`config.mk`:
```
export PLATFORM = sky130hd
export DESIGN_NAME = axis_to_video_out
export DESIGN_NICKNAME = d
export VERILOG_FILES = /design/src/rtl/axis_to_video_out.sv
export SDC_FILE = /design/constraint.sdc
export NUM_CORES = 1
export LEC_CHECK = 0
export ABC_AREA = 1
export CORE_AREA = 2 2 87 173
export DETAILED_ROUTE_END_ITERATION = 6
export DIE_AREA = 0 0 89 175
export GPL_ROUTABILITY_DRIVEN = 1
export GPL_TIMING_DRIVEN = 0
export PLACE_DENSITY = 0.74
export SLEW_MARGIN = 25
export SYNTH_ARGS = -nofsm -noshare
export SYNTH_HDL_FRONTEND = slang
export SYNTH_SLANG_ARGS = --single-unit
```
`constraint.sdc`:
```
create_clock -name pclk -period 3.3 [get_ports pclk]
set_clock_uncertainty 0.2 [all_clocks]
set_input_delay 0.66 -clock pclk [delete_from_list [all_inputs] [get_ports pclk]]
set_output_delay 0.66 -clock pclk [all_outputs]
set_load 0.01 [all_outputs]
```
`src/rtl/axis_to_video_out.sv`:
```
// axis_to_video_out
//   Converts an AXI4-Stream pixel stream (tuser = start of frame, tlast = end of line) into a
//   parallel video interface with frame-valid / line-valid qualifiers. Incoming beats go into a
//   small FIFO. A two-state timing generator (StIdle / StRun) locks onto the first tuser beat,
//   then sweeps h/v counters over a fixed blanking + active raster.
//
// Ports
//   pclk, resetn                    pixel clock, asynchronous active-low reset
//   s_axis_tdata/tvalid/tready      input pixel stream (tready registered: FIFO not full)
//   s_axis_tuser, s_axis_tlast      start-of-frame / end-of-line markers
//   FV, LV, D_OUT                   frame valid, line valid, pixel data (1-cycle latency)
//   err_sof, err_eol                single-cycle error pulses on marker mismatches
//   underflow                       sticky: FIFO ran dry during an active pixel
//   sof_err_cnt, eol_err_cnt        saturating error pulse counters (only with AXIS_ERR_CNT_EN)
//
// Build option: define AXIS_ERR_CNT_EN to add the two 16-bit error counters.
module axis_to_video_out #(
  parameter int unsigned ACTIVE_PIX   = 640,
  parameter int unsigned ACTIVE_LINES = 480,
  parameter int unsigned H_B_PORCH    = 120,
  parameter int unsigned H_F_PORCH    = 200,
  parameter int unsigned V_B_PORCH    = 120,
  parameter int unsigned V_F_PORCH    = 100,
  parameter int unsigned FIFO_DEPTH   = 8
) (
  input  logic        pclk,
  input  logic        resetn,
  input  logic [15:0] s_axis_tdata,
  input  logic        s_axis_tvalid,
  output logic        s_axis_tready,
  input  logic        s_axis_tuser,
  input  logic        s_axis_tlast,
`ifdef AXIS_ERR_CNT_EN
  output logic [15:0] sof_err_cnt,
  output logic [15:0] eol_err_cnt,
`endif
  output logic        FV,
  output logic        LV,
  output logic [15:0] D_OUT,
  output logic        err_sof,
  output logic        err_eol,
  output logic        underflow
);

  localparam int unsigned H_TOTAL = H_B_PORCH + ACTIVE_PIX + H_F_PORCH;
  localparam int unsigned V_TOTAL = V_B_PORCH + ACTIVE_LINES + V_F_PORCH;
  // One spare code so the exclusive end-of-active bounds always fit.
  localparam int unsigned HW = $clog2(H_TOTAL + 1);
  localparam int unsigned VW = $clog2(V_TOTAL + 1);
  localparam int unsigned AW = $clog2(FIFO_DEPTH);
  localparam int unsigned CW = AW + 1;

  localparam logic [HW-1:0] HLast     = HW'(H_TOTAL - 1);
  localparam logic [HW-1:0] HActStart = HW'(H_B_PORCH);
  localparam logic [HW-1:0] HActEnd   = HW'(H_B_PORCH + ACTIVE_PIX);
  localparam logic [HW-1:0] HActLast  = HW'(H_B_PORCH + ACTIVE_PIX - 1);
  localparam logic [VW-1:0] VLast     = VW'(V_TOTAL - 1);
  localparam logic [VW-1:0] VActStart = VW'(V_B_PORCH);
  localparam logic [VW-1:0] VActEnd   = VW'(V_B_PORCH + ACTIVE_LINES);
  localparam logic [CW-1:0] FifoFull  = CW'(FIFO_DEPTH);

  typedef enum logic [0:0] {StIdle, StRun} state_e;

  // ---------------------------------------------------------------------------------------------
  // Input FIFO: entry = {tuser, tlast, tdata}
  // ---------------------------------------------------------------------------------------------
  logic [17:0]   mem_q [FIFO_DEPTH];
  logic [AW-1:0] wr_ptr_q, wr_ptr_d, rd_ptr_q, rd_ptr_d;
  logic [CW-1:0] count_q, count_d;
  logic          tready_q, tready_d;
  logic          push, pop, fifo_empty;
  logic [17:0]   head;

  assign fifo_empty = (count_q == '0);
  assign head       = mem_q[rd_ptr_q];
  // tready is low whenever the FIFO is full, so push never coincides with a full FIFO.
  assign push       = s_axis_tvalid & tready_q;

  always_comb begin
    wr_ptr_d = wr_ptr_q;
    rd_ptr_d = rd_ptr_q;
    count_d  = count_q;
    if (push) wr_ptr_d = wr_ptr_q + AW'(1);
    if (pop)  rd_ptr_d = rd_ptr_q + AW'(1);
    case ({push, pop})
      2'b10:   count_d = count_q + CW'(1);
      2'b01:   count_d = count_q - CW'(1);
      default: count_d = count_q;
    endcase
    tready_d = (count_d != FifoFull);
  end

  // Storage needs no reset: pointers and count define which entries are valid.
  always_ff @(posedge pclk) begin
    if (push) mem_q[wr_ptr_q] <= {s_axis_tuser, s_axis_tlast, s_axis_tdata};
  end

  // ---------------------------------------------------------------------------------------------
  // Timing generator and output stage
  // ---------------------------------------------------------------------------------------------
  state_e        state_q, state_d;
  logic [HW-1:0] h_q, h_d;
  logic [VW-1:0] v_q, v_d;
  logic          uf_frame_q, uf_frame_d;  // current frame has underflowed: output zeros, no pops
  logic          underflow_q, underflow_d;
  logic          fv_q, fv_d, lv_q, lv_d;
  logic [15:0]   dout_q, dout_d;
  logic          err_sof_q, err_sof_d, err_eol_q, err_eol_d;
  logic          act_row, act_pix, first_pix;

  assign act_row   = (state_q == StRun) && (v_q >= VActStart) && (v_q < VActEnd);
  assign act_pix   = act_row && (h_q >= HActStart) && (h_q < HActEnd);
  assign first_pix = (v_q == VActStart) && (h_q == HActStart);

  always_comb begin
    state_d     = state_q;
    h_d         = h_q;
    v_d         = v_q;
    pop         = 1'b0;
    uf_frame_d  = uf_frame_q;
    underflow_d = underflow_q;
    fv_d        = 1'b0;
    lv_d        = 1'b0;
    dout_d      = '0;
    err_sof_d   = 1'b0;
    err_eol_d   = 1'b0;
    case (state_q)
      StIdle: begin
        // Drop beats until a start-of-frame beat reaches the head; keep that one for pixel 0.
        if (!fifo_empty) begin
          if (head[17]) begin
            state_d = StRun;
            h_d     = '0;
            v_d     = '0;
          end else begin
            pop = 1'b1;
          end
        end
      end
      StRun: begin
        fv_d = act_row;
        lv_d = act_pix;
        if (act_pix && !uf_frame_q) begin
          if (fifo_empty) begin
            uf_frame_d  = 1'b1;
            underflow_d = 1'b1;
          end else begin
            pop       = 1'b1;
            dout_d    = head[15:0];
            err_eol_d = head[16] != (h_q == HActLast);
            err_sof_d = head[17] && !first_pix;
          end
        end
        if (h_q == HLast) begin
          h_d = '0;
          if (v_q == VLast) begin
            state_d    = StIdle;
            v_d        = '0;
            uf_frame_d = 1'b0;
          end else begin
            v_d = v_q + VW'(1);
          end
        end else begin
          h_d = h_q + HW'(1);
        end
      end
      default: state_d = StIdle;
    endcase
  end

  always_ff @(posedge pclk or negedge resetn) begin
    if (!resetn) begin
      wr_ptr_q    <= '0;
      rd_ptr_q    <= '0;
      count_q     <= '0;
      tready_q    <= 1'b0;
      state_q     <= StIdle;
      h_q         <= '0;
      v_q         <= '0;
      uf_frame_q  <= 1'b0;
      underflow_q <= 1'b0;
      fv_q        <= 1'b0;
      lv_q        <= 1'b0;
      dout_q      <= '0;
      err_sof_q   <= 1'b0;
      err_eol_q   <= 1'b0;
    end else begin
      wr_ptr_q    <= wr_ptr_d;
      rd_ptr_q    <= rd_ptr_d;
      count_q     <= count_d;
      tready_q    <= tready_d;
      state_q     <= state_d;
      h_q         <= h_d;
      v_q         <= v_d;
      uf_frame_q  <= uf_frame_d;
      underflow_q <= underflow_d;
      fv_q        <= fv_d;
      lv_q        <= lv_d;
      dout_q      <= dout_d;
      err_sof_q   <= err_sof_d;
      err_eol_q   <= err_eol_d;
    end
  end

  assign s_axis_tready = tready_q;
  assign FV            = fv_q;
  assign LV            = lv_q;
  assign D_OUT         = dout_q;
  assign err_sof       = err_sof_q;
  assign err_eol       = err_eol_q;
  assign underflow     = underflow_q;

`ifdef AXIS_ERR_CNT_EN
  logic [15:0] sof_cnt_q, sof_cnt_d, eol_cnt_q, eol_cnt_d;

  // Count the registered pulses; hold at all-ones instead of wrapping.
  always_comb begin
    sof_cnt_d = sof_cnt_q;
    eol_cnt_d = eol_cnt_q;
    if (err_sof_q && (sof_cnt_q != 16'hFFFF)) sof_cnt_d = sof_cnt_q + 16'd1;
    if (err_eol_q && (eol_cnt_q != 16'hFFFF)) eol_cnt_d = eol_cnt_q + 16'd1;
  end

  always_ff @(posedge pclk or negedge resetn) begin
    if (!resetn) begin
      sof_cnt_q <= '0;
      eol_cnt_q <= '0;
    end else begin
      sof_cnt_q <= sof_cnt_d;
      eol_cnt_q <= eol_cnt_d;
    end
  end

  assign sof_err_cnt = sof_cnt_q;
  assign eol_err_cnt = eol_cnt_q;
`endif

endmodule

```
==> insert_results.sql <==
INSERT INTO impl_metrics (metric_group, metric, value, unit) VALUES
('die', 'start_util', '0.5889', ''),
('routing', 'routedWlPerCell', '19.24', 'µm'),
('timing', 'hold_viol', '0', ''),
('worst_setup_path', 'critical_path_peak_fanout', '10', ''),
('synthesis', 'synth.net_count', '777', ''),
('routing', 'detail-route-antenna-nets', '0', ''),
('clock_network', 'htree_levels', '4', ''),
('synthesis', 'synth_area', '0.008406', 'mm²'),
('clock_network', 'clk_latency', '0.43', 'ns'),
('timing', 'slew_viol_final', '0', ''),
('final_layout', 'final_common_cell', 'sky130_fd_sc_hd__edfxtp_1', ''),
('synthesis', 'avgSynthCellArea', '11.25', 'µm²'),
('synthesis', 'ys_seq_elements', '198', ''),
('clock_network', 'cts.path.max_buffers', '2', ''),
('hold_path', 'hold_class', 'register to register', ''),
('place', 'gp_congestion', '0.8552', ''),
('final_layout', 'layout_common_cells', '144 x sky130_fd_sc_hd__edfxtp_1, 118 x sky130_fd_sc_hd__nand2_1, 115 x sky130_fd_sc_hd__nor2_1', ''),
('synthesis', 'synth-edff-count', '144', ''),
('grt', 'grtUsageTotal', '0.2704', ''),
('timing', 'slew_headroom', '0.5173', ''),
('die', 'die_width', '89', 'µm'),
('place', 'pre_cts_slack', '0.2280', 'ns'),
('clock_network', 'cts_setup_buffers', '0', ''),
('final_layout', 'layout_cell_share_with_drive_strength_beyond_1', '0.1104', ''),
('place', 'io_buffer_count', '42', ''),
('clock_network', 'cts_tree', 'yes', ''),
('timing', 'layout_setup_ws', '0.2272', 'ns'),
('worst_setup_path', 'critPathLaunchType', 'register', ''),
('routing', 'detailroute.via_count', '5898', ''),
('power', 'p_leak', '3.706', 'nW'),
('clock_network', 'clk_pin_slew_worst_paths', '0.07', 'ns'),
('synthesis', 'synth_sequential_area_ratio', '0.6752', ''),
('worst_setup_path', 'crit_type', 'register to register', ''),
('routing', 'drt-total-wl', '19.54', 'mm'),
('clock_network', 'cts_num_sinks', '198', ''),
('die', 'die_height', '175', 'µm'),
('final_layout', 'nets', '841', ''),
('worst_setup_path', 'required', '3.43', 'ns'),
('grt', 'maximum_number_of_pins_on_one_net_before_global_route_repair', '42', ''),
('die', 'die_area', '0.01558', 'mm²'),
('final_layout', 'fillCellCount', '1083', ''),
('synthesis', 'post_synth_inst_count', '747', ''),
('grt', 'grt_pass1_vias', '6089', ''),
('die', 'ios', '43', ''),
('worst_setup_path', 'timing.reg2reg.setup_slack', '0.23', 'ns'),
('final_layout', 'post_layout_nonfiller_instances', '1016', ''),
('final_layout', 'antenna_cells_inserted', '0', ''),
('timing', 'final.setup.tns', '0', 'ns'),
('timing', 'max_freq', '325.4', 'MHz'),
('routing', 'post-route-drc-count', '0', ''),
('place', 'place_inst', '983', ''),
('die', 'floorplan.rows', '62', ''),
('worst_setup_path', 'critPathArrivalTime', '3.20', 'ns'),
('final_layout', 'layout-area-overhead-vs-synth', '16.42', '%'),
('synthesis', 'synthFlopType', 'sky130_fd_sc_hd__edfxtp_1', ''),
('run_status', 'run_status', 'finished, final reports clean', ''),
('power', 'vdd_ir_drop_max', '0.0005081', 'V'),
('grt', 'grt_antenna_before_repair', '0', ''),
('timing', 'worst_pin_slew', '0.7223', 'ns'),
('place', 'hpwlAfterDp', '13.22', 'mm'),
('final_layout', 'postLayoutCoreUtil', '0.6856', ''),
('power', 'power_density', '627.2', 'mW/mm²'),
('grt', 'grt_pass1_wl', '30.75', 'mm'),
('routing', 'drt_iter0_markers', '396', ''),
('worst_setup_path', 'end_kind', 'register', ''),
('timing', 'finalSetupViolations', '0', ''),
('timing', 'period_needed', '3.073', 'ns'),
('synthesis', 'synth_cell_type_count', '38', ''),
('grt', 'grt-ovfl-total', '0', ''),
('die', 'placeableCoreArea', '0.01427', 'mm²'),
('clock_network', 'clock_tree.root_cell', 'sky130_fd_sc_hd__clkbuf_16', ''),
('timing', 'period_share', '0.9311', ''),
('routing', 'post_drt_via_cell_ratio', '5.805', ''),
('clock_network', 'cts_buffers', '17', ''),
('routing', 'first_pass_iters', '6', ''),
('timing', 'rsz0062_at_grt', 'no', ''),
('synthesis', 'synth_warnings', '0', ''),
('flow_run', 'drv.max_cap_violation_count', '0', ''),
('synthesis', 'asyncSetResetFlopFracSynth', '0.2727', '');
## worst paths after layout
path	from	end	depth (start not counted)
max	rd_ptr_q[1]	s_axis_tready	17
min	uf_frame_q	underflow	1
max reg2reg	rd_ptr_q[1]	s_axis_tready	17
min reg2reg	uf_frame_q	underflow	1
max in group asynchronous	resetn	D_OUT[9]	3
min in group asynchronous	resetn	s_axis_tready	2
## Yosys cell counts (3+ instances only)
cell type | instances | area, µm²
sky130_fd_sc_hd__edfxtp_1 | 144 | 4324
sky130_fd_sc_hd__nor2_1 | 123 | 461.7
sky130_fd_sc_hd__nand2_1 | 118 | 442.9
sky130_fd_sc_hd__o21ai_0 | 83 | 415.4
sky130_fd_sc_hd__dfrtp_1 | 54 | 1351
sky130_fd_sc_hd__nand3_1 | 46 | 230.2
sky130_fd_sc_hd__inv_1 | 39 | 146.4
sky130_fd_sc_hd__clkbuf_1 | 17 | 63.81
sky130_fd_sc_hd__o221ai_1 | 16 | 140.1
sky130_fd_sc_hd__o22ai_1 | 16 | 100.1
sky130_fd_sc_hd__ha_1 | 9 | 112.6
sky130_fd_sc_hd__o21ai_1 | 8 | 40.04
sky130_fd_sc_hd__nand2_2 | 7 | 43.79
sky130_fd_sc_hd__buf_2 | 6 | 30.03
sky130_fd_sc_hd__xor2_1 | 6 | 52.55
sky130_fd_sc_hd__a21oi_1 | 5 | 25.02
sky130_fd_sc_hd__buf_4 | 5 | 37.54
sky130_fd_sc_hd__nor2_2 | 4 | 25.02
sky130_fd_sc_hd__o21ai_2 | 4 | 35.03
sky130_fd_sc_hd__buf_6 | 3 | 33.78
sky130_fd_sc_hd__inv_2 | 3 | 11.26
sky130_fd_sc_hd__nand3_4 | 3 | 52.55
sky130_fd_sc_hd__nand3b_1 | 3 | 22.52
sky130_fd_sc_hd__nand4_1 | 3 | 18.77
sky130_fd_sc_hd__nor3_1 | 3 | 15.01
sky130_fd_sc_hd__xnor2_1 | 3 | 26.28
## metrics by stage
step	total power (W)	instance area, µm²	hold WS (ns)
floorplan	0.003692	8406	0.1644
global placement	0.003936	9066	0.2647
detailed placement	0.004041	9158	0.2683
CTS	0.006153	9783	0.2847
global route	0.006364	9786	0.3098
finish	0.006138	9786	0.2849
## final cells by class
cell class              count  area, µm²  share of cell area
flip-flops and latches    198       5675              0.5800
multi-input cells         472       2435              0.2488
repair buffers             45      466.7             0.04769
clock buffers              17      425.4             0.04347
well taps                 192      240.2             0.02455
clock inverters            15      190.2             0.01943
plain buffers              32      180.2             0.01841
inverters                  45      172.7             0.01764
## report_power, final
part	internal (W)	switching, W
clock	0.00121	0.000928
combinational	0.000230	0.000579
sequential	0.00304	0.000152
## registers in the layout (all words and copies together) (netlist names), 3 cells and up
name and flops:
mem_q 144, D_OUT 16, h_q 10, v_q 10
count_q 4, rd_ptr_q 3, wr_ptr_q 3
## cell families after synthesis
logic type | count (synthesis) | synth area share
AO/OA/AOI/OAI | 133 | 0.09080
adder cells (fa/ha/maj) | 9 | 0.01340
XOR/XNOR | 9 | 0.009378
flip-flops | 198 | 0.6752
AND/OR/NAND/NOR | 321 | 0.1692
buffers and inverters | 77 | 0.04198
## what timing repair did
item                       CTS  global route
hold endpoints to repair    13             0
hold buffers                 1             0
setup endpoints to repair    0             1
resized for setup            0             1
## worst max-delay path, cell delays in order (launching register included)
cell and delay (ns):
sky130_fd_sc_hd__dfrtp_1 0.38, sky130_fd_sc_hd__buf_4 0.21, sky130_fd_sc_hd__clkinv_2 0.17, sky130_fd_sc_hd__nand3_1 0.14, sky130_fd_sc_hd__nand3_2 0.10, sky130_fd_sc_hd__nand2_1 0.10
sky130_fd_sc_hd__nand2_1 0.12, sky130_fd_sc_hd__nand2_2 0.18, sky130_fd_sc_hd__ha_2 0.26, sky130_fd_sc_hd__inv_1 0.06, sky130_fd_sc_hd__nand2_1 0.06, sky130_fd_sc_hd__nand2_1 0.07
sky130_fd_sc_hd__ha_1 0.28, sky130_fd_sc_hd__nand2_1 0.07, sky130_fd_sc_hd__o21ai_0 0.11, sky130_fd_sc_hd__or2_2 0.30, sky130_fd_sc_hd__nor2_1 0.10, sky130_fd_sc_hd__nand2_1 0.06
## per-layer routing
layer,GRT usage,up-vias,share of wire
met5,0,-,0
met4,0.1399,0,0.040
li1,-,2724,-
met3,0.04913,53,0.059
met1,0.2878,2869,0.34
met2,0.4891,252,0.56
Note: power is estimated with default switching activity, not from simulation.
